## src/rtl/motor_sched_pkg.sv

```systemverilog
// Shared types and defaults for the motor ramp scheduler.
// Optional watchdog is enabled with MOTOR_WATCHDOG_EN.
package motor_sched_pkg;

  localparam int DUTY_W_DEF = 10;
  localparam int STEP_DEF   = 8;

  typedef enum logic {
    IDLE,
    SWEEP
  } state_t;

  typedef struct packed {
    logic                  dir;
    logic [DUTY_W_DEF-1:0] duty;
  } motor_target_t;

  function automatic int idx_w(input int n);
    return (n > 1) ? $clog2(n) : 1;
  endfunction

endpackage

```

## src/rtl/motor_ramp_step.sv

```systemverilog
// One-motor ramp decision: moves duty toward target by at most STEP,
// passing through zero before a direction change.
module motor_ramp_step
  import motor_sched_pkg::*;
#(
  parameter int DUTY_W = DUTY_W_DEF,
  parameter int STEP   = STEP_DEF
) (
  input  logic [DUTY_W-1:0] cur_duty_i,
  input  logic              cur_dir_i,
  input  logic [DUTY_W-1:0] tgt_duty_i,
  input  logic              tgt_dir_i,
  output logic [DUTY_W-1:0] next_duty_o,
  output logic              next_dir_o
);

  localparam logic [DUTY_W:0] STEP_W = (DUTY_W+1)'(STEP);

  logic [DUTY_W:0] cur_w;
  logic [DUTY_W:0] tgt_w;
  logic [DUTY_W:0] diff_w;
  logic [DUTY_W:0] res_w;
  logic            rev;

  always_comb begin
    cur_w      = {1'b0, cur_duty_i};
    tgt_w      = {1'b0, tgt_duty_i};
    rev        = cur_dir_i != tgt_dir_i;
    diff_w     = '0;
    res_w      = cur_w;
    next_dir_o = cur_dir_i;
    unique case (1'b1)
      rev && (cur_w != '0): begin
        res_w = (cur_w > STEP_W) ? cur_w - STEP_W : '0;
      end
      rev && (cur_w == '0): begin
        next_dir_o = tgt_dir_i;
      end
      !rev && (tgt_w > cur_w): begin
        diff_w = tgt_w - cur_w;
        res_w  = cur_w + ((diff_w > STEP_W) ? STEP_W : diff_w);
      end
      !rev && (tgt_w < cur_w): begin
        diff_w = cur_w - tgt_w;
        res_w  = cur_w - ((diff_w > STEP_W) ? STEP_W : diff_w);
      end
      default: ;
    endcase
    next_duty_o = DUTY_W'(res_w);
  end

endmodule

```

## src/rtl/motor_ramp_scheduler.sv

```systemverilog
// Command front-end and tick-driven ramp sequencer for NUM_MOTORS channels.
// Define MOTOR_WATCHDOG_EN to add the command-loss watchdog.
module motor_ramp_scheduler
  import motor_sched_pkg::*;
#(
  parameter int NUM_MOTORS = 4,
  parameter int DUTY_W     = DUTY_W_DEF,
  parameter int STEP       = STEP_DEF,
  parameter int TICK_DIV   = 50000
`ifdef MOTOR_WATCHDOG_EN
  ,
  parameter int WDOG_TICKS = 500
`endif
) (
  input  logic                         CLOCK_50,
  input  logic                         reset,
  input  logic                         cmd_valid,
  output logic                         cmd_ready,
  input  logic [idx_w(NUM_MOTORS)-1:0] cmd_motor,
  input  logic                         cmd_dir,
  input  logic [DUTY_W-1:0]            cmd_duty,
  output logic [NUM_MOTORS*DUTY_W-1:0] duty_out,
  output logic [NUM_MOTORS-1:0]        dir_out,
  output logic                         busy,
  output logic                         wdog_trip
);

  localparam int MW = idx_w(NUM_MOTORS);
  localparam int CW = $clog2(TICK_DIV);
  localparam logic [CW-1:0] CNT_TOP = CW'(TICK_DIV - 1);
  localparam logic [MW-1:0] IDX_LAST = MW'(NUM_MOTORS - 1);
  localparam logic [MW:0] NM = (MW+1)'(NUM_MOTORS);

  state_t state_q;
  logic [MW-1:0] idx_q;
  logic [CW-1:0] cnt_q;
  logic [CW-1:0] cnt_d;
  logic pend_q;
  logic wrap;
  logic accept;

  logic [NUM_MOTORS-1:0][DUTY_W-1:0] duty_q;
  logic [NUM_MOTORS-1:0] dir_q;
  logic [NUM_MOTORS-1:0][DUTY_W-1:0] tgt_duty_q;
  logic [NUM_MOTORS-1:0] tgt_dir_q;

  logic [DUTY_W-1:0] nxt_duty_d;
  logic nxt_dir_d;

  assign wrap = cnt_q == CNT_TOP;
  assign cnt_d = wrap ? '0 : cnt_q + 1'b1;
  assign cmd_ready = !reset && (state_q == IDLE) && !pend_q;
  assign busy = !reset && (state_q == SWEEP);
  assign accept = cmd_ready && cmd_valid;
  assign duty_out = duty_q;
  assign dir_out = dir_q;

  motor_ramp_step #(
    .DUTY_W(DUTY_W),
    .STEP  (STEP)
  ) u_step (
    .cur_duty_i (duty_q[idx_q]),
    .cur_dir_i  (dir_q[idx_q]),
    .tgt_duty_i (tgt_duty_q[idx_q]),
    .tgt_dir_i  (tgt_dir_q[idx_q]),
    .next_duty_o(nxt_duty_d),
    .next_dir_o (nxt_dir_d)
  );

`ifdef MOTOR_WATCHDOG_EN
  localparam int WW = $clog2(WDOG_TICKS + 1);
  localparam logic [WW-1:0] WD_MAX = WW'(WDOG_TICKS);
  logic [WW-1:0] wdog_q;
  logic trip_q;
  assign wdog_trip = trip_q && !reset;
`else
  assign wdog_trip = 1'b0;
`endif

  always_ff @(posedge CLOCK_50) begin
    if (reset) begin
      state_q    <= IDLE;
      idx_q      <= '0;
      cnt_q      <= '0;
      pend_q     <= 1'b0;
      duty_q     <= '0;
      dir_q      <= '0;
      tgt_duty_q <= '0;
      tgt_dir_q  <= '0;
`ifdef MOTOR_WATCHDOG_EN
      wdog_q     <= '0;
      trip_q     <= 1'b0;
`endif
    end else begin
      cnt_q <= cnt_d;
      unique case (state_q)
        IDLE: begin
          if (pend_q) begin
            state_q <= SWEEP;
            idx_q   <= '0;
            pend_q  <= 1'b0;
          end else if (accept && ({1'b0, cmd_motor} < NM)) begin
            tgt_duty_q[cmd_motor] <= cmd_duty;
            tgt_dir_q[cmd_motor]  <= cmd_dir;
          end
        end
        SWEEP: begin
          duty_q[idx_q] <= nxt_duty_d;
          dir_q[idx_q]  <= nxt_dir_d;
          idx_q         <= idx_q + 1'b1;
          if (idx_q == IDX_LAST) state_q <= IDLE;
        end
        default: state_q <= IDLE;
      endcase
      if (wrap) pend_q <= 1'b1;
`ifdef MOTOR_WATCHDOG_EN
      // An accepted command beats a trip landing in the same cycle.
      if (accept) begin
        wdog_q <= '0;
        trip_q <= 1'b0;
      end else if (wrap && (wdog_q != WD_MAX)) begin
        wdog_q <= wdog_q + 1'b1;
        if (wdog_q == WD_MAX - 1'b1) begin
          trip_q     <= 1'b1;
          tgt_duty_q <= '0;
        end
      end
`endif
    end
  end

endmodule

```

## config.mk

```make
export PLATFORM = sky130hd
export DESIGN_NAME = motor_ramp_scheduler
export DESIGN_NICKNAME = d
export VERILOG_FILES = /design/src/rtl/motor_sched_pkg.sv /design/src/rtl/motor_ramp_step.sv /design/src/rtl/motor_ramp_scheduler.sv
export SDC_FILE = /design/constraint.sdc
export NUM_CORES = 1
export LEC_CHECK = 0
export ABC_AREA = 1
export BUFFER_PORTS_ARGS = -buffer_cell sky130_fd_sc_hd__buf_2
export CAP_MARGIN = 10
export CORE_ASPECT_RATIO = 1.25
export CORE_UTILIZATION = 56
export CTS_BUF_LIST = sky130_fd_sc_hd__clkbuf_8
export DETAILED_ROUTE_END_ITERATION = 7
export GPL_TIMING_DRIVEN = 0
export PLACE_DENSITY_LB_ADDON = 0.05
export SYNTH_ARGS = -nofsm -noshare
export SYNTH_HDL_FRONTEND = slang
export SYNTH_SLANG_ARGS = --single-unit
```

## constraint.sdc

```tcl
create_clock -name CLOCK_50 -period 5.2 [get_ports CLOCK_50]
set_clock_uncertainty 0.15 [all_clocks]
set_input_delay 0.78 -clock CLOCK_50 [delete_from_list [all_inputs] [get_ports CLOCK_50]]
set_output_delay 0.78 -clock CLOCK_50 [all_outputs]
set_load 0.005 [all_outputs]
```

# After elaboration in Yosys (flattened, before gate mapping)
# Index checks and enable logic that the tools add are counted.
[word_totals] regBits=108 input_bits=16 out_inout_bits=47
[classes] add_sub_neg=7 n_lt_le_gt_ge=9 n_eq_ne=5 mux=32 n_bitwise=2 n_reduce_logical=17
[op_table] cell="$bwmux W40" n=2
[op_table] cell="$mux W10" n=7
[op_table] cell="$bmux W10 S2" n=2
[op_table] cell="$demux W10 S2" n=2
[op_table] cell="$pmux W10 S3" n=1
[op_table] cell="$gt A11 B4 Y1 const B" n=2
[op_table] cell="$sub A10 B10 Y11" n=2
[op_table] cell="$add A16 B1 Y16 const B" n=1
[op_table] cell="$eq A16 B16 Y1 const B" n=1
[op_table] cell="$add A10 B10 Y10" n=1
[op_table] cell="$gt A10 B10 Y1" n=1
[op_table] cell="$gt A10 B4 Y1 const B" n=1
[op_table] cell="$logic_and A1 B1 Y1" n=10
[op_table] cell="$logic_not A10 Y1" n=1
[op_table] cell="$lt A10 B10 Y1" n=1
[op_table] cell="$reduce_bool A10 Y1" n=1
[op_table] cell="$sub A10 B10 Y10" n=1
[op_table] cell="$sub A10 B4 Y10 const B" n=1
[op_table] cell="$mux W1" n=9
[op_table] cell="$bwmux W4" n=2
[op_table] cell="$lt A2 B3 Y1 const B" n=2
[op_table] cell="$bmux W1 S2" n=2
[op_table] cell="$demux W1 S2" n=2
[op_table] cell="$ge A2 B1 Y1 const B" n=2
[op_table] cell="12 further kinds" n=15

# Logic depth before layout (Yosys ltp)
# Gate-level depths: netlist (run 1).
[depth] word_depth=8 ltp_mapped=39 ltp_nobuf=36

# By module
# A second synthesis (run 1) with hierarchy kept.
[unflattened] hier_cells=1048 hier_area_um2=6856.6
[modules_own_cells] mod="motor_ramp_scheduler" instances=1 cells_each=685 area_each_um2=4748.3 seq_area_each_um2=2162.1
[modules_own_cells] mod="motor_ramp_step" instances=1 cells_each=363 area_each_um2=2108.3 seq_area_each_um2=0.0

# Least setup slack after synthesis (run 1)
# No wires, ideal clock.
[synth_timing] path_kind="register -> register" from="register idx_q[0]" to="register duty_q (netlist bit duty_out[8])" setup_time_ns=0.113 t_arrival_ns=4.752 t_required_ns=4.937 setup_slack_ns=0.184 path_stages_with_launch=29 n_path_buf=3 period_less_slack_ns=5.016 cell_sequence="dfxtp_1 > buf_6 > buf_2 > buf_1 > a21oi_1 > a32oi_1 > inv_1 > ha_1 > inv_1 > fa_1 > nor3_1 > o21ai_0 > nand3b_1 > nor2_1 > and2_1 > nand2_1 > ha_1 > mux2i_1 > nor2_1 > fa_1 > o21ai_0 > nand2_1 > o211ai_1 > xor2_1 > nor2_1 > a21oi_2 > o21ai_2 > o21ai_1 > inv_1"
[synth_via] elab_chain_cells=8 word_cells_on_any_way=34
[synth_lines] item="start: declaration" line="motor_ramp_scheduler.sv:35" source="logic [MW-1:0] idx_q;"
[synth_lines] item="start signal: assignment" line="motor_ramp_scheduler.sv:110" source="idx_q <= idx_q + 1'b1;"
[synth_lines] item="$bmux W10 S2 (on tied branches)" line="motor_ramp_scheduler.sv:62, motor_ramp_scheduler.sv:64"
[synth_lines] item="$mux W10 (on tied branches)" line="motor_ramp_scheduler.sv:62, motor_ramp_scheduler.sv:64"
[synth_lines] item="$sub A10 B10 Y11 (on tied branches)" line="motor_ramp_step.sv:44, motor_ramp_step.sv:40"
[synth_lines] item="$gt A11 B4 Y1 (on tied branches)" line="motor_ramp_step.sv:45, motor_ramp_step.sv:41"
[synth_lines] item="$mux W10 (on tied branches)" line="motor_ramp_step.sv:45, motor_ramp_step.sv:41"
[synth_lines] item="$sub A10 B10 Y10 / $add A10 B10 Y10 (equally long branches)" line="motor_ramp_step.sv:45, motor_ramp_step.sv:41"
[synth_lines] item="$pmux W10 S3" line="motor_ramp_step.sv:32" source="unique case (1'b1)"
[synth_lines] item="$bwmux W40 *" line="motor_ramp_scheduler.sv:108" source="duty_q[idx_q] <= nxt_duty_d;"
[synth_lines] item="end signal: indexed assignment" line="motor_ramp_scheduler.sv:108"
[synth_lines] item="end: declaration" line="motor_ramp_scheduler.sv:42" source="logic [NUM_MOTORS-1:0][DUTY_W-1:0] duty_q;"
# Every way passes the cells marked *; elsewhere a longest branch is shown, timed or not. The select of a mux whose other input is x is not followed.
# A chain may end at the register's enable or synchronous reset.

# Worst setup path after layout (run 1)
[layout_timing] from="register idx_q[0]" to="register duty_q (netlist bit duty_out[25])"
# The elaborated chain is that of the path after synthesis.

==> results.yml, run 1 <==
status:
  status: "finished clean"
logic_synthesis:
  synth_commonest_cells: "nand2_1 (253), nor2_1 (182), inv_1 (127)"
  synth_seq_area_share: 0.314
  async_flop_share: 0
  yosysMostFrequentCell: "nand2_1"
  syn_area_um2: 6880
  synth_cells: 1060
  synth_edf_count: 0
  synth_area_leaders: "dfxtp_1 (31%), nand2_1 (14%), nor2_1 (9.9%)"
  synth_ff_type: "dfxtp_1"
  yosys_warnings: 0
  yosysUniqueCellTypes: 49
  syn-num-nets: 1115
  synth.avg_cell_area_um2: 6.49
  synth_top_cell_by_area: "dfxtp_1"
  synth_seq_cells: 108
  synth_top_cell_area_share: 0.314
job:
  maxCapViolCount: 0
clock_network:
  cts.sinks: 108
  hold_buffers: 0
  cts_buffers: 9
  clock_latency_ns: 0.39
  cts_buffer_depth: 2
  cts_max_level: 3
  path_clk_slew_ns: 0.11
  cts_root_buf: "clkbuf_8"
  cts_tree: "built"
grt:
  grt_pass1_vias: 6334
  grt_use_total: 0.305
  grt_max_degree: 20
  antenna_found_initial: 0
  overflow: 0
  grt_pass1_wl_mm: 30.4
setup_path:
  crit_top_cell: "nand2_1"
  critPathKind: "reg2reg"
  end_kind: "register"
  critPathRequiredTime_ns: 5.34
  cp_slowest_stage_delay_ns: 0.35
  cp_max_fo: 10
  rrSetupSlack_ns: 0.24
  startpoint_type: "register"
  reg2reg_from: "idx_q[0]"
  reg2reg_to: "duty_out[25]"
  crit_start: "idx_q[0]"
  cp-endpoint: "duty_out[25]"
  worstPathArrival_ns: 5.10
  slowest_stage: "dfxtp_2"
  ff2ff_path_depth: 34
floorplan:
  die_area_um2: 12700
  die_h_um: 126
  start_util: 0.584
  row_count: 44
  die_x_um: 101
  core-area_um2: 11800
  io_pins: 63
min_path:
  hold_class: "reg2reg"
  worstHoldPathCells: 1
place:
  placedCellCount: 1281
  dp_hpwl_mm: 14.1
  portBuffers: 60
  gp_congestion: 0.915
cells_and_area:
  finalNetCount: 1208
  fin_cells: 1319
  drive_above_1_share: 0.180
  area_growth_syn_to_layout_pct: 18.0
  antenna_cells: 0
  multi_input_area_um2: 4270
  final_util: 0.689
  nFillCells: 1092
  regArea_um2: 2170
drt:
  viasPerCell: 5.32
  drt-initial-drc-count: 410
  routed_wl_mm: 19.4
  num_vias: 7023
  ant_nets: 0
  first_pass_iters: 6
  drc_errors: 0
  wire_per_inst_um: 14.7
power_and_ir_drop:
  ir_worst_vdd_mv: 0.186
  p_comb_frac: 0.256
  p_clk_frac: 0.273
  internal_power_mw: 1.20
  p_sw_frac: 0.333
  power_density_nw_per_um2: 222
  p_leak_nw: 4.00
  pwr-share-seq: 0.471
  p_switching_mw: 0.599
timing:
  min_period_over_period: 0.953
  min_period_ns: 4.96
  hold_ws_ns: 0.314
  slew-limit-headroom: 0.581
  finalHoldViolations: 0
  finalMaxSlewViolations: 0
  tightest_slew_ns: 0.628
  setup_viol: 0
  max_freq_ghz: 0.202
[cells by family after synthesis]
group           count (synthesis)  share of synthesized area
compound gates                170                      0.142
xor+xnor                       23                     0.0293
fa+ha+maj                      39                     0.0742
buf+inv                       176                      0.103
flops                         108                      0.314
mux                             1                    0.00145
other cells                     1                   0.000545
simple gates                  542                      0.335
[cell type report]
| cell class | count | area share |
|---|---|---|
| multi-input combinational | 776 | 0.526 |
| timing repair buffer | 83 | 0.0604 |
| sequential | 108 | 0.267 |
| clock buffer | 10 | 0.0170 |
| buffer | 39 | 0.0344 |
| tap | 161 | 0.0248 |
| clock inverter | 6 | 0.00586 |
| inverter | 136 | 0.0644 |
[what timing repair did]
action | CTS | global route
cloned | 0 | 1
setup endpoints to repair | 36 | 28
pin swaps | 8 | 23
resized for setup | 36 | 68
setup buffers | 7 | 15
[worst min-delay path by stage]
| stage | from | end | slack (ns) |
|---|---|---|---|
| 4_1_cts | cnt_q[0] | cnt_q[0] | 0.31 |
| 5_1_grt | cnt_q[0] | cnt_q[0] | 0.35 |
| 6_report | cnt_q[0] | cnt_q[0] | 0.31 |
| 3_3_place_gp | cnt_q[0] | cnt_q[0] | 0.28 |
| 2_1_floorplan | cnt_q[0] | cnt_q[0] | 0.27 |
| 3_5_place_dp | cnt_q[0] | cnt_q[0] | 0.29 |
[power by group through the flow]
stage | Sequential (mW) | Combinational (mW) | Clock (mW)
after floorplan | 0.864 | 0.300 | 0
after global placement | 0.866 | 0.388 | 0
after detailed placement | 0.866 | 0.389 | 0
after CTS | 0.847 | 0.413 | 0.496
after global routing | 0.849 | 0.502 | 0.539
final | 0.847 | 0.460 | 0.492
[metal layers]
metal	track usage	part of all wire	wire length [um]	up-vias
met5	0	0	0	-
met1	0.387	0.42	8220	3184
li1	-	-	-	3551
met2	0.527	0.50	9600	247
met4	0.107	0.023	446	0
met3	0.0355	0.058	1120	41
[flip-flops by register name (all words and copies together) (netlist names)]
signal      count
duty_out       40
tgt_duty_q     40
cnt_q          16
dir_out         4
tgt_dir_q       4
idx_q           2
pend_q          1
state_q         1
[worst max-delay path: cells and delay by family (launching register included)]
kind	cells	cell delay (ns)
AOI/OAI and AO/OA	5	0.79
xor gates and xnor gates	1	0.16
adders and majority gates	3	0.83
buffers and inverters	8	0.89
DFF	1	0.35
and+or+nand+nor	17	1.66
[placed cells by master (no fill, tap or decap), types with 14 or more instances in the layout]
master	count
xor2_1	15
dfxtp_1	106
clkbuf_1	23
nand2_1	247
a21oi_1	46
inv_1	121
o21ai_1	22
buf_2	60
o21ai_0	62
inv_2	14
buf_4	24
nor2_1	177
ha_1	27
nand3_1	45
[per-stage QoR]
step / area [um^2] / worst slack, ns / TNS, ns / power [mW]
after global placement: 7380 / -0.882 / -21.09 / 1.25
after floorplan: 6880 / 0.184 / 0 / 1.16
final: 8120 / 0.245 / 0 / 1.80
after global routing: 8120 / -0.0452 / -0.196 / 1.89
after detailed placement: 7380 / -0.961 / -23.99 / 1.26
after CTS: 7730 / 0.000339 / 0 / 1.76
Power figures use the tool's default switching activity.
==> inputs of run 2 (changes only) <==
--- a/config.mk
+++ b/config.mk
@@ -9,8 +9,8 @@
 export BUFFER_PORTS_ARGS = -buffer_cell sky130_fd_sc_hd__buf_2
 export CAP_MARGIN = 10
 export CORE_ASPECT_RATIO = 1.25
-export CORE_UTILIZATION = 56
-export CTS_BUF_LIST = sky130_fd_sc_hd__clkbuf_8
+export CORE_UTILIZATION = 55
+export CTS_CLUSTER_DIAMETER = 200
 export DETAILED_ROUTE_END_ITERATION = 7
 export GPL_TIMING_DRIVEN = 0
 export PLACE_DENSITY_LB_ADDON = 0.05
==> run 2 against run 1 <==
Power grew 10%. Cell count is 0.30% higher. Highest routed layer unchanged. Hold slack worse by 0.018 ns. First-iteration DRC count grew 7.8%. Fmax is 0.58% lower. Largest cell class unchanged.
==> results.yml, run 2 (synthesis results as in run 1) <==
drt:
  ant_nets: 0
  wire_per_inst_um: 15.0
  drc_errors: 0
  drt-initial-drc-count: 442
  first_pass_iters: 5
  viasPerCell: 5.41
  num_vias: 7160
  routed_wl_mm: 19.9
clock_network:
  clock_latency_ns: 0.35
  cts_root_buf: "clkbuf_16"
  cts_buffers: 9
  path_clk_slew_ns: 0.08
  cts_max_level: 3
  cts_tree: "built"
  cts.sinks: 108
  cts_buffer_depth: 2
power_and_ir_drop:
  p_clk_frac: 0.337
  p_switching_mw: 0.632
  power_mw: 1.99
  internal_power_mw: 1.35
  power_density_nw_per_um2: 238
  p_sw_frac: 0.318
  p_comb_frac: 0.237
  ir_worst_vdd_mv: 0.180
  pwr-share-seq: 0.426
  p_leak_nw: 4.09
setup_path:
  critPathRequiredTime_ns: 5.31
  critPathKind: "reg2reg"
  crit_start: "idx_q[0]"
  cp_slowest_stage_delay_ns: 0.42
  worstPathArrival_ns: 5.09
  cp_max_fo: 7
  startpoint_type: "register"
  slowest_stage: "fa_2"
  reg2reg_from: "idx_q[0]"
  end_kind: "register"
cells_and_area:
  finalNetCount: 1210
  area_growth_syn_to_layout_pct: 21.4
  regArea_um2: 2170
  nFillCells: 1138
  antenna_cells: 0
  drive_above_1_share: 0.189
  final_common_cell: "nand2_1"
  fin_cells: 1323
  mostFrequentLayoutCells: "nand2_1 (240), nor2_1 (177), inv_1 (119)"
  multi_input_area_um2: 4350
place:
  place_ws_ns: -0.944
  gp_congestion: 0.921
  portBuffers: 60
  dp_hpwl_mm: 14.1
  placedCellCount: 1284
timing:
  setup_ws_ns: 0.216
  tightest_slew_ns: 0.632
  slew-limit-headroom: 0.579
  hold_ws_ns: 0.296
  finalHoldViolations: 0
  setup_viol: 0
  rsz0062_at_grt: "true"
  max_freq_ghz: 0.201
  min_period_ns: 4.98
  min_period_over_period: 0.959
  finalMaxSlewViolations: 0
floorplan:
  start_util: 0.566
  die_x_um: 102
  core-area_um2: 12200
  die_h_um: 127
  die_area_um2: 13000
  row_count: 45
  io_pins: 63
grt:
  grt_pass1_wl_mm: 31.2
  grt_pass1_vias: 6643
  grt_max_degree: 20
  antenna_found_initial: 0
  grt_use_total: 0.305
  overflow: 0
min_path:
  hold_class: "reg2reg"
  worstHoldStart: "cnt_q[0]"
job:
  maxCapViolCount: 0
status:
  status: "finished clean"
[run 2: metal layers]
metal / global-route usage / up-vias / share of wire
met5: 0 / - / 0
met3: 0.0301 / 42 / 0.057
li1: - / 3555 / -
met4: 0.0916 / 0 / 0.021
met2: 0.543 / 260 / 0.50
met1: 0.383 / 3303 / 0.42
[run 2: worst max-delay path, delay by kind of cell (launching register included)]
family | cells | cell delay [ns]
xor gates and xnor gates | 2 | 0.35
and+or+nand+nor | 10 | 1.26
DFF | 1 | 0.36
AOI/OAI and AO/OA | 7 | 0.90
adders and majority gates | 4 | 1.13
buffers and inverters | 7 | 0.74
[run 2: repair_timing]
item / 4_1_cts / 5_1_grt
buffers inserted: 3 / 20
gates resized for setup: 36 / 93
hold buffers: 0 / 0
gates cloned: 0 / 2
pin swaps: 5 / 38
setup endpoints to repair: 36 / 28
[run 2: path summary, 6_finish.rpt]
check / endpoint / slack (ns) / cells past startpoint
hold reg to reg: cnt_q[0] / 0.30 / 1
setup reg to reg: duty_out[7] / 0.22 / 30
setup / recovery: duty_out[7] / 0.22 / 30
hold / removal: cnt_q[0] / 0.30 / 1
[run 2: through the flow]
stage / area (um^2) / util / TNS, ns
6_report: 8360 / 0.687 / 0
5_1_grt: 8360 / 0.687 / -2.58
4_1_cts: 7800 / 0.641 / 0
3_5_place_dp: 7390 / 0.607 / -23.06
3_3_place_gp: 7390 / 0.607 / -22.23
2_1_floorplan: 6880 / - / 0
[run 2: cell type report]
type | instances | area share
Clock inverter | 5 | 0.00539
Tap cell | 164 | 0.0246
Timing Repair Buffer | 85 | 0.0626
Sequential cell | 108 | 0.260
Buffer | 39 | 0.0352
Multi-Input combinational cell | 776 | 0.521
Inverter | 136 | 0.0633
Clock buffer | 10 | 0.0286
[run 2: power by group through the flow]
stage / registers, mW / clock network [mW] / logic (mW)
floorplan: 0.864 / 0 / 0.300
global placement: 0.866 / 0 / 0.390
detailed placement: 0.866 / 0 / 0.391
CTS: 0.847 / 0.669 / 0.401
global route: 0.848 / 0.703 / 0.514
finish: 0.846 / 0.669 / 0.471
